## config.mk

```make
export PLATFORM = sky130hd
export DESIGN_NAME = conv_frame_streamer
export DESIGN_NICKNAME = d
export VERILOG_FILES = /design/src/rtl/conv_pkg.sv /design/src/rtl/pixel_quantizer.sv /design/src/rtl/conv_frame_streamer.sv
export SDC_FILE = /design/constraint.sdc
export NUM_CORES = 1
export LEC_CHECK = 0
export CAP_MARGIN = 20
export CORE_AREA = 2 2 203 205
export CTS_CLUSTER_SIZE = 8
export DETAILED_ROUTE_END_ITERATION = 10
export DIE_AREA = 0 0 205 207
export MAX_ROUTING_LAYER = met4
export PLACE_DENSITY = 0.74
export SYNTH_ARGS = -nofsm -noshare
export SYNTH_HDL_FRONTEND = slang
export SYNTH_SLANG_ARGS = --single-unit
```

## constraint.sdc

```tcl
create_clock -name clk -period 2.6 [get_ports clk]
set_input_delay 0.39 -clock clk [delete_from_list [all_inputs] [get_ports clk]]
set_output_delay 0.39 -clock clk [all_outputs]
set_load 0.005 [all_outputs]
```

## src/rtl/conv_pkg.sv

```systemverilog
// Shared types and sizing helpers for the convolution frame streamer.
package conv_pkg;

  typedef enum logic [1:0] {
    IDLE,
    WAIT_CONV,
    RELEASE,
    STREAM
  } stream_state_t;

  localparam int DEFAULT_HEIGHT = 5;
  localparam int DEFAULT_WIDTH  = 5;
  localparam int FRAME_PIXELS   = DEFAULT_HEIGHT * DEFAULT_WIDTH;
  localparam int ROW_WIDTH      = $clog2(DEFAULT_HEIGHT);
  localparam int COL_WIDTH      = $clog2(DEFAULT_WIDTH);

  // A one-row or one-column frame still needs a 1-bit counter.
  function automatic int counterWidth(input int n);
    return (n > 1) ? $clog2(n) : 1;
  endfunction

endpackage

```

## src/rtl/pixel_quantizer.sv

```systemverilog
// Converts one signed fixed-point conv result into an unsigned saturated pixel:
// magnitude (or clamp-at-zero), drop the fraction, saturate to OUT_WIDTH bits.
module pixel_quantizer #(
  parameter int DATA_WIDTH = 16,
  parameter int FRAC_BITS  = 8,
  parameter int OUT_WIDTH  = 8,
  parameter int ABS_MODE   = 1
) (
  input  logic signed [DATA_WIDTH-1:0] pixel_i,
  output logic        [OUT_WIDTH-1:0]  pixel_o
);

  localparam logic [DATA_WIDTH:0] MAX_CODE = (DATA_WIDTH + 1)'((1 << OUT_WIDTH) - 1);

  logic signed [DATA_WIDTH:0] pixelExt;
  logic        [DATA_WIDTH:0] magnitude;
  logic        [DATA_WIDTH:0] integerPart;

  // One extra bit so negating the most-negative input cannot overflow.
  assign pixelExt = {pixel_i[DATA_WIDTH-1], pixel_i};

  always_comb begin
    magnitude = $unsigned(pixelExt);
    if (pixel_i[DATA_WIDTH-1]) begin
      if (ABS_MODE != 0) begin
        magnitude = $unsigned(-pixelExt);
      end else begin
        magnitude = '0;
      end
    end
    integerPart = magnitude >> FRAC_BITS;
    pixel_o     = (integerPart > MAX_CODE) ? OUT_WIDTH'(MAX_CODE) : integerPart[OUT_WIDTH-1:0];
  end

endmodule

```

## src/rtl/conv_frame_streamer.sv

```systemverilog
// Frame initiator and drain for the convolution unit: triggers a conv pass, captures
// the result array and streams it out as quantised pixels in raster order.
module conv_frame_streamer
  import conv_pkg::*;
#(
  parameter int IMAGE_HEIGHT = DEFAULT_HEIGHT,
  parameter int IMAGE_WIDTH  = DEFAULT_WIDTH,
  parameter int DATA_WIDTH   = 16,
  parameter int FRAC_BITS    = 8,
  parameter int OUT_WIDTH    = 8,
  parameter int ABS_MODE     = 1
) (
  input  logic                         clk,
  input  logic                         resetn,
  input  logic                         start,
  output logic                         conv_enable,
  input  logic                         conv_done,
  input  logic signed [DATA_WIDTH-1:0] conv_image [IMAGE_HEIGHT][IMAGE_WIDTH],
  output logic                         m_valid,
  input  logic                         m_ready,
  output logic [OUT_WIDTH-1:0]         m_data,
  output logic                         m_first,
  output logic                         m_last,
  output logic                         busy,
  output logic                         frame_done
);

  localparam int ROW_W = counterWidth(IMAGE_HEIGHT);
  localparam int COL_W = counterWidth(IMAGE_WIDTH);
  localparam logic [ROW_W-1:0] LAST_ROW = ROW_W'(IMAGE_HEIGHT - 1);
  localparam logic [COL_W-1:0] LAST_COL = COL_W'(IMAGE_WIDTH - 1);

  stream_state_t state_q, state_d;
  logic [ROW_W-1:0] row_q, row_d;
  logic [COL_W-1:0] col_q, col_d;
  logic convEnable_q, convEnable_d;
  logic frameDone_q, frameDone_d;
  logic capture;
  logic signed [DATA_WIDTH-1:0] frameBuf_q [IMAGE_HEIGHT][IMAGE_WIDTH];
  logic [OUT_WIDTH-1:0] quantPixel;
  logic inStream, atLastCol, atLastPixel;

  assign inStream    = (state_q == STREAM);
  assign atLastCol   = (col_q == LAST_COL);
  assign atLastPixel = atLastCol && (row_q == LAST_ROW);

  always_comb begin
    state_d      = state_q;
    row_d        = row_q;
    col_d        = col_q;
    convEnable_d = convEnable_q;
    frameDone_d  = 1'b0;
    capture      = 1'b0;
    case (state_q)
      IDLE: begin
        if (start) begin
          convEnable_d = 1'b1;
          state_d      = WAIT_CONV;
        end
      end
      WAIT_CONV: begin
        if (conv_done) begin
          capture      = 1'b1;
          convEnable_d = 1'b0;
          row_d        = '0;
          col_d        = '0;
          state_d      = RELEASE;
        end
      end
      // Hold off until done drops so a stale done cannot start another capture.
      RELEASE: begin
        if (!conv_done) begin
          state_d = STREAM;
        end
      end
      STREAM: begin
        if (m_ready) begin
          if (atLastPixel) begin
            row_d       = '0;
            col_d       = '0;
            frameDone_d = 1'b1;
            state_d     = IDLE;
          end else if (atLastCol) begin
            col_d = '0;
            row_d = row_q + 1'b1;
          end else begin
            col_d = col_q + 1'b1;
          end
        end
      end
      default: state_d = IDLE;
    endcase
  end

  always_ff @(posedge clk or negedge resetn) begin
    if (!resetn) begin
      state_q      <= IDLE;
      row_q        <= '0;
      col_q        <= '0;
      convEnable_q <= 1'b0;
      frameDone_q  <= 1'b0;
    end else begin
      state_q      <= state_d;
      row_q        <= row_d;
      col_q        <= col_d;
      convEnable_q <= convEnable_d;
      frameDone_q  <= frameDone_d;
    end
  end

  always_ff @(posedge clk or negedge resetn) begin
    if (!resetn) begin
      for (int r = 0; r < IMAGE_HEIGHT; r++) begin
        for (int c = 0; c < IMAGE_WIDTH; c++) begin
          frameBuf_q[r][c] <= '0;
        end
      end
    end else if (capture) begin
      frameBuf_q <= conv_image;
    end
  end

  pixel_quantizer #(
    .DATA_WIDTH(DATA_WIDTH),
    .FRAC_BITS (FRAC_BITS),
    .OUT_WIDTH (OUT_WIDTH),
    .ABS_MODE  (ABS_MODE)
  ) quantizer (
    .pixel_i(frameBuf_q[row_q][col_q]),
    .pixel_o(quantPixel)
  );

  // Stream outputs come only from registered state, never from m_ready.
  assign m_valid     = inStream;
  assign m_data      = inStream ? quantPixel : '0;
  assign m_first     = inStream && (row_q == '0) && (col_q == '0);
  assign m_last      = inStream && atLastPixel;
  assign conv_enable = convEnable_q;
  assign frame_done  = frameDone_q;
  assign busy        = (state_q != IDLE);

endmodule
```

* Word-level counts from Yosys, hierarchy flattened
Cells that the tools add are included.
** Storage, ports and cells
- Flip-flop bits (word level) :: 410
- Input bits :: 405
- Output and inout bits :: 14
- Word-level logic and storage cells :: 95
** Cells by class
- Add/sub/neg operators :: 3
- Magnitude comparators :: 3
- Eq/ne operators :: 11
- Multiplexer cells :: 32
- Bitwise operators :: 2
- Reductions and logical operators :: 14
** Operators with widths (number)
- binary-select mux 80 bit (select 3 bit) :: 1
- two-way mux 80 bit :: 2
- binary-select mux 16 bit (select 3 bit) :: 1
- two-way mux 16 bit :: 2
- two-way mux 3 bit :: 7
- two-way mux 17 bit :: 1
- negation 16 -> 17 bit :: 1
- two-way mux 8 bit :: 2
- case mux 3 bit (2 select lines) :: 2
- two-way mux 2 bit :: 5
- > comparator 9 x 8 -> 1 bit, second input constant :: 1
- greater-or-equal comparator 4 bit, second input constant :: 2
- != test 2 bit, second input constant :: 4
- inverter 3 -> 4 bit :: 2
- case mux 2 bit (4 select lines) :: 1
- two-way mux 1 bit :: 7
- adder 3 x 1 -> 3 bit, second input constant :: 2
- equality test 3 bit, second input constant :: 2
- logical NOT 3 bit :: 2
- AND reduction 3 bit :: 2
- nonzero test 2 bit :: 3
- AND reduction 5 bit :: 1
- equality test 2 bit, second input constant :: 2
- logical AND 1 bit :: 4
- 6 further kinds :: 6

* Depth between registers and ports, before layout
- Depth in word-level cells :: 12
- Depth in mapped cells :: 12
- Depth with buffers taken out :: 9

* Hierarchy
A second synthesis with hierarchy kept.
** Second synthesis, totals
- Cell total of the unflattened synthesis :: 1321
- Area, all modules :: 19183.4 µm²
** By module, submodules not included
- conv_frame_streamer :: times used 1, cells each 1299, area each 18971.9 µm², sequential area each 10259.8 µm²
- pixel_quantizer :: times used 1, cells each 22, area each 211.5 µm², sequential area each 0.0 µm²

* Worst setup path after synthesis
No wires, ideal clock.
- Path kind :: register to output
- Start point :: reg row_q[0]
- End point :: out m_data[5]
- Arrival time :: 2.304 ns
- Data required time :: 2.210 ns
- Setup slack :: -0.094 ns
- Cell stages (with the launch flop) :: 10
- Buffers on the path :: 1
- Cell sequence :: dfrtp_1 > buf_6 > mux4_2 > o211ai_1 > nand2_1 > a311oi_4 > nand3_4 > o41ai_2 > xor2_1 > and2_1
** Between the ends
- Word-level cells in the longest chain between the ends :: 12
** RTL lines
- start: declaration :: RTL line conv_frame_streamer.sv:34 : logic [ROW_W-1:0] row_q, row_d;
- start signal: assignment :: RTL line conv_frame_streamer.sv:104 : row_q <= row_d;
- inverter 3 -> 4 bit (implied by the code) * :: RTL line conv_frame_streamer.sv:129 : .pixel_i(frameBuf_q[row_q][col_q]),
- binary-select mux 80 bit (select 3 bit) * :: RTL line conv_frame_streamer.sv:129
- two-way mux 80 bit (implied by the code) * (2 in a row) :: RTL line conv_frame_streamer.sv:129
- binary-select mux 16 bit (select 3 bit) * :: RTL line conv_frame_streamer.sv:129
- two-way mux 16 bit (implied by the code) * (2 in a row) :: RTL line conv_frame_streamer.sv:129
- negation 16 -> 17 bit :: RTL line pixel_quantizer.sv:26 : magnitude = $unsigned(-pixelExt);
- two-way mux 17 bit * :: RTL line pixel_quantizer.sv:24 : if (pixel_i[DATA_WIDTH-1]) begin
- > comparator 9 x 8 -> 1 bit :: RTL line pixel_quantizer.sv:32 : pixel_o = (integerPart > MAX_CODE) ? OUT_WIDTH'(MAX_CODE) : integerPart[OUT_WIDTH-1:0];
- two-way mux 8 bit * :: RTL line pixel_quantizer.sv:32
- two-way mux 8 bit * :: RTL line conv_frame_streamer.sv:135 : assign m_data = inStream ? quantPixel : '0;
- end: declaration :: RTL line conv_frame_streamer.sv:21 : output logic [OUT_WIDTH-1:0] m_data,
Mark *: on every way between the ends. The rest lies on a longest branch, timed or not. The select of a mux whose other input is x is not followed.

* Final worst setup path
Same ends and word-level chain as after synthesis.

==> key figures <==
Global routing
  • Largest net degree at the start of global routing: 83
  • Remaining global-route overflow: 0
  • Vias in the first global route: 14200
  • First-pass GRT wire length: 84500 um
  • Initial antenna violation count: 21
  • Gr usage total: 0.274

Timing
  • WHS: between 300 and 400 ps
  • Crit share post-route: 1.47
  • Min Clock Period, post-route: between 3000 and 4000 ps
  • Slew Viols, Final: 0
  • Final Skew: between 15 and 20 ps
  • Worst slew pin tran: 718 ps
  • Final number of setup-violating endpoints: 9
  • Final hold vios: 0
  • Worst setup margin: -1210 ps
  • RSZ-0062 raised after global routing: yes
  • Slew HR: 0.517
  • Fmax: 263 MHz

Clock network
  • Clock slew at reported path FFs: 50 ps
  • Clock latency on the worst-skew pair: 590 ps
  • Sink Count: just over 400
  • Clk buf depth: 3
  • Num CTS Buffers: 57
  • # H-tree levels: 2
  • Root buffer cell: clkbuf_16
  • CTS tree: done

Power and ir drop
  • Maximum vdd drop: 0.589 mV
  • Power Dens Cells: between 1000 and 1500 nW/um2
  • Leakage: about 11 nW
  • Power Total: 30.2 mW

Critical path
  • CP Max Fanout: 7
  • Critical R2R Launch: row_q[0]
  • CP cell instances: buf_6 -> buf_12 -> mux4_2 -> nand2_2 -> a21oi_2 -> a311oi_4 -> nand3_4 -> o41ai_4 -> xor2_1 -> and2_1 -> buf_6
  • R2R Setup Slk: between 200 and 300 ps
  • Critical Path End Type: output port
  • Startpoint class of the critical path: flop
  • Slowest CP cell: dfrtp_4
  • Largest stage delay on the critical path: about 560 ps
  • Reg2Reg Depth: 11
  • Worst r2r dst: state_q[0]
  • Critical path type: flop to output port
  • Arr. time, crit path: roughly 3400 ps
  • Critical Path RT: 2210 ps
  • Cell with the most instances on the worst path: buf_6
  • Crit path max-delay family: compound AO/OA/AOI/OAI gates
  • Worst path bufs/invs: 3

Place
  • Number of port buffers: around 420
  • Post-place setup slack: -1080 ps
  • GPL Wtd Cong: 0.929
  • Detailed Place HPWL: 42700 um
  • Dpl cells: 2298

Detailed routing
  • Antenna Nets Post-Route: 0
  • Avg Vias per Cell: 5.44
  • Routed WL: approximately 56000 um
  • Total number of vias: 13100
  • DRC Markers: 0
  • First-pass DRT Iterations: 5
  • Avg WL per Cell: 23.4 um
  • Violation count after the first detailed-route iteration: roughly 790

Die
  • Boundary Pins: 419
  • Initial Utilization: 0.453
  • Die Span X: 205 um
  • Core Rows: 74
  • Die height: 207 um
  • DIE AREA: 42400 um2
  • Core box area: 40400 um2

Status
  • Outcome: finished, violations left
  • Failing checks: setup timing

Finish
  • Filler cell count in the final layout: 3100
  • Ratio of cells with drive above 1 in the final layout: 0.380
  • Final core occ: 0.643
  • Nets: 2258
  • Finished Layout Cells: ~2400
  • Layout area overhead: 42.1%

Synth
  • Flop and latch count out of synthesis: 410
  • Mapped Area: 18300 um2
  • Seq/Total Area, Yosys: 0.561
  • Asr flop ratio synth: 1.00
  • Average size of a mapped cell: 14.1 um2
  • Synth warnings: 0
  • Post-Syn Nets: 1708
  • Top FF cell, synth: dfrtp_1
  • Synth unique cells: 55
  • Number of flops mapped to enable cells by yosys: 0
  • Cell count after synthesis: 1294

Job
  • Max Cap Viol: 0

Worst hold path
  • Worst Hold Class: primary input to async pin
cell type report:
cell class                      count  area [um2]  share of cell area
Inverter                           10        38.8             0.00149
Sequential cell                   410       10300               0.395
Clock buffer                       62        1470              0.0565
Multi-Input combinational cell    798        7790               0.300
Clock inverter                      2        46.3             0.00178
Timing Repair Buffer              567        5640               0.217
Antenna cell                       22        55.1             0.00212
Tap cell                          532         666              0.0256
where the power goes:
group	internal [mW]	total, mW	leakage (nW)	switching (mW)
Sequential	9.68	11.6	4.86	1.97
Clock	3.99	6.56	0.741	2.57
Combinational	6.98	12.0	5.22	5.05
Total	20.7	30.2	10.8	9.59
cells by family after synthesis:
| kind of cell | count (synthesis) | share of synthesized area |
|---|---|---|
| xor+xnor | 7 | 0.00335 |
| simple gates | 169 | 0.0478 |
| buf+inv | 86 | 0.0232 |
| fa+ha+maj | 9 | 0.00616 |
| mux | 481 | 0.311 |
| flops | 410 | 0.561 |
| compound gates | 132 | 0.0474 |
synthesized netlist by cell type (11+ instances only):
master / number / area share
clkbuf_1: 48 / 0.0099
nor2_1: 34 / 0.0070
and2_1: 12 / 0.0041
mux2_2: 401 / 0.25
dfrtp_1: 410 / 0.56
nor3_1: 14 / 0.0038
buf_2: 11 / 0.0030
o22ai_1: 16 / 0.0055
a21oi_1: 27 / 0.0074
nor4_1: 26 / 0.0089
mux4_2: 29 / 0.036
nand2_1: 36 / 0.0074
mux2i_1: 51 / 0.028
nand3_1: 12 / 0.0033
o21ai_0: 41 / 0.011
routing by layer:
metal  track usage  vias to the layer above  share of wire
li1              -                     5867              -
met1         0.350                     6653           0.41
met2         0.428                      453           0.49
met3        0.0496                      111          0.067
met4         0.119                        0          0.034
met5             -                        -              0
registers in the layout (all words and copies together), names as in the netlist:
signal       flops
frameBuf_q     400
col_q            3
row_q            3
state_q          2
conv_enable      1
frame_done       1
placed cells by master (no fill, tap or decap), types with 5 or more instances in the layout:
| cell | count |
|---|---|
| clkdlybuf4s50_1 | 408 |
| dfrtp_1 | 406 |
| mux2_2 | 401 |
| buf_4 | 117 |
| clkbuf_16 | 58 |
| mux2i_1 | 49 |
| o21ai_0 | 37 |
| nand2_1 | 31 |
| nor2_1 | 30 |
| mux4_2 | 29 |
| a21oi_1 | 25 |
| nor4_1 | 24 |
| buf_12 | 24 |
| diode_2 | 22 |
| o22ai_1 | 14 |
| nor3_1 | 12 |
| and2_1 | 11 |
| nand3_1 | 10 |
| nand4_1 | 9 |
| buf_6 | 9 |
| inv_1 | 7 |
| ha_1 | 7 |
| a221oi_1 | 6 |
| nor2b_1 | 6 |
| a22oi_1 | 5 |
repair_timing:
action / CTS / global route
endpoints found under the setup margin: 10 / 11
buffers inserted: 16 / 1
hold buffers: 1 / 0
pin swaps: 20 / 5
hold endpoints to repair: 53 / 0
gates resized for setup: 84 / 11
cloned: 1 / 0
metrics by stage:
step           instance area [um2]  setup TNS (ps)
3_3_place_gp                 24000           -7720
2_1_floorplan                18300            -337
5_1_grt                      26000          -10180
6_report                     26000           -9000
4_1_cts                      25900           -9110
3_5_place_dp                 24000           -7660
how the worst max path moves through the flow:
stage	cells past startpoint	slack, ps	startpoint	to
3_3_place_gp	11	-1050	frameBuf_q[227]	m_data[3]
3_5_place_dp	13	-1080	row_q[0]	m_data[5]
5_1_grt	13	-1310	row_q[0]	m_data[5]
4_1_cts	11	-1190	row_q[0]	m_data[5]
2_1_floorplan	9	-90	row_q[0]	m_data[5]
6_report	11	-1210	row_q[0]	m_data[5]
worst reg2reg max path, delay by kind of cell, from the launching register on:
kind | cells | cell delay [ps]
compound gates | 3 | 680
fa+ha+maj | 1 | 190
buf+inv | 4 | 590
simple gates | 3 | 230
flops | 1 | 560
Power figures use the tool's default switching activity.
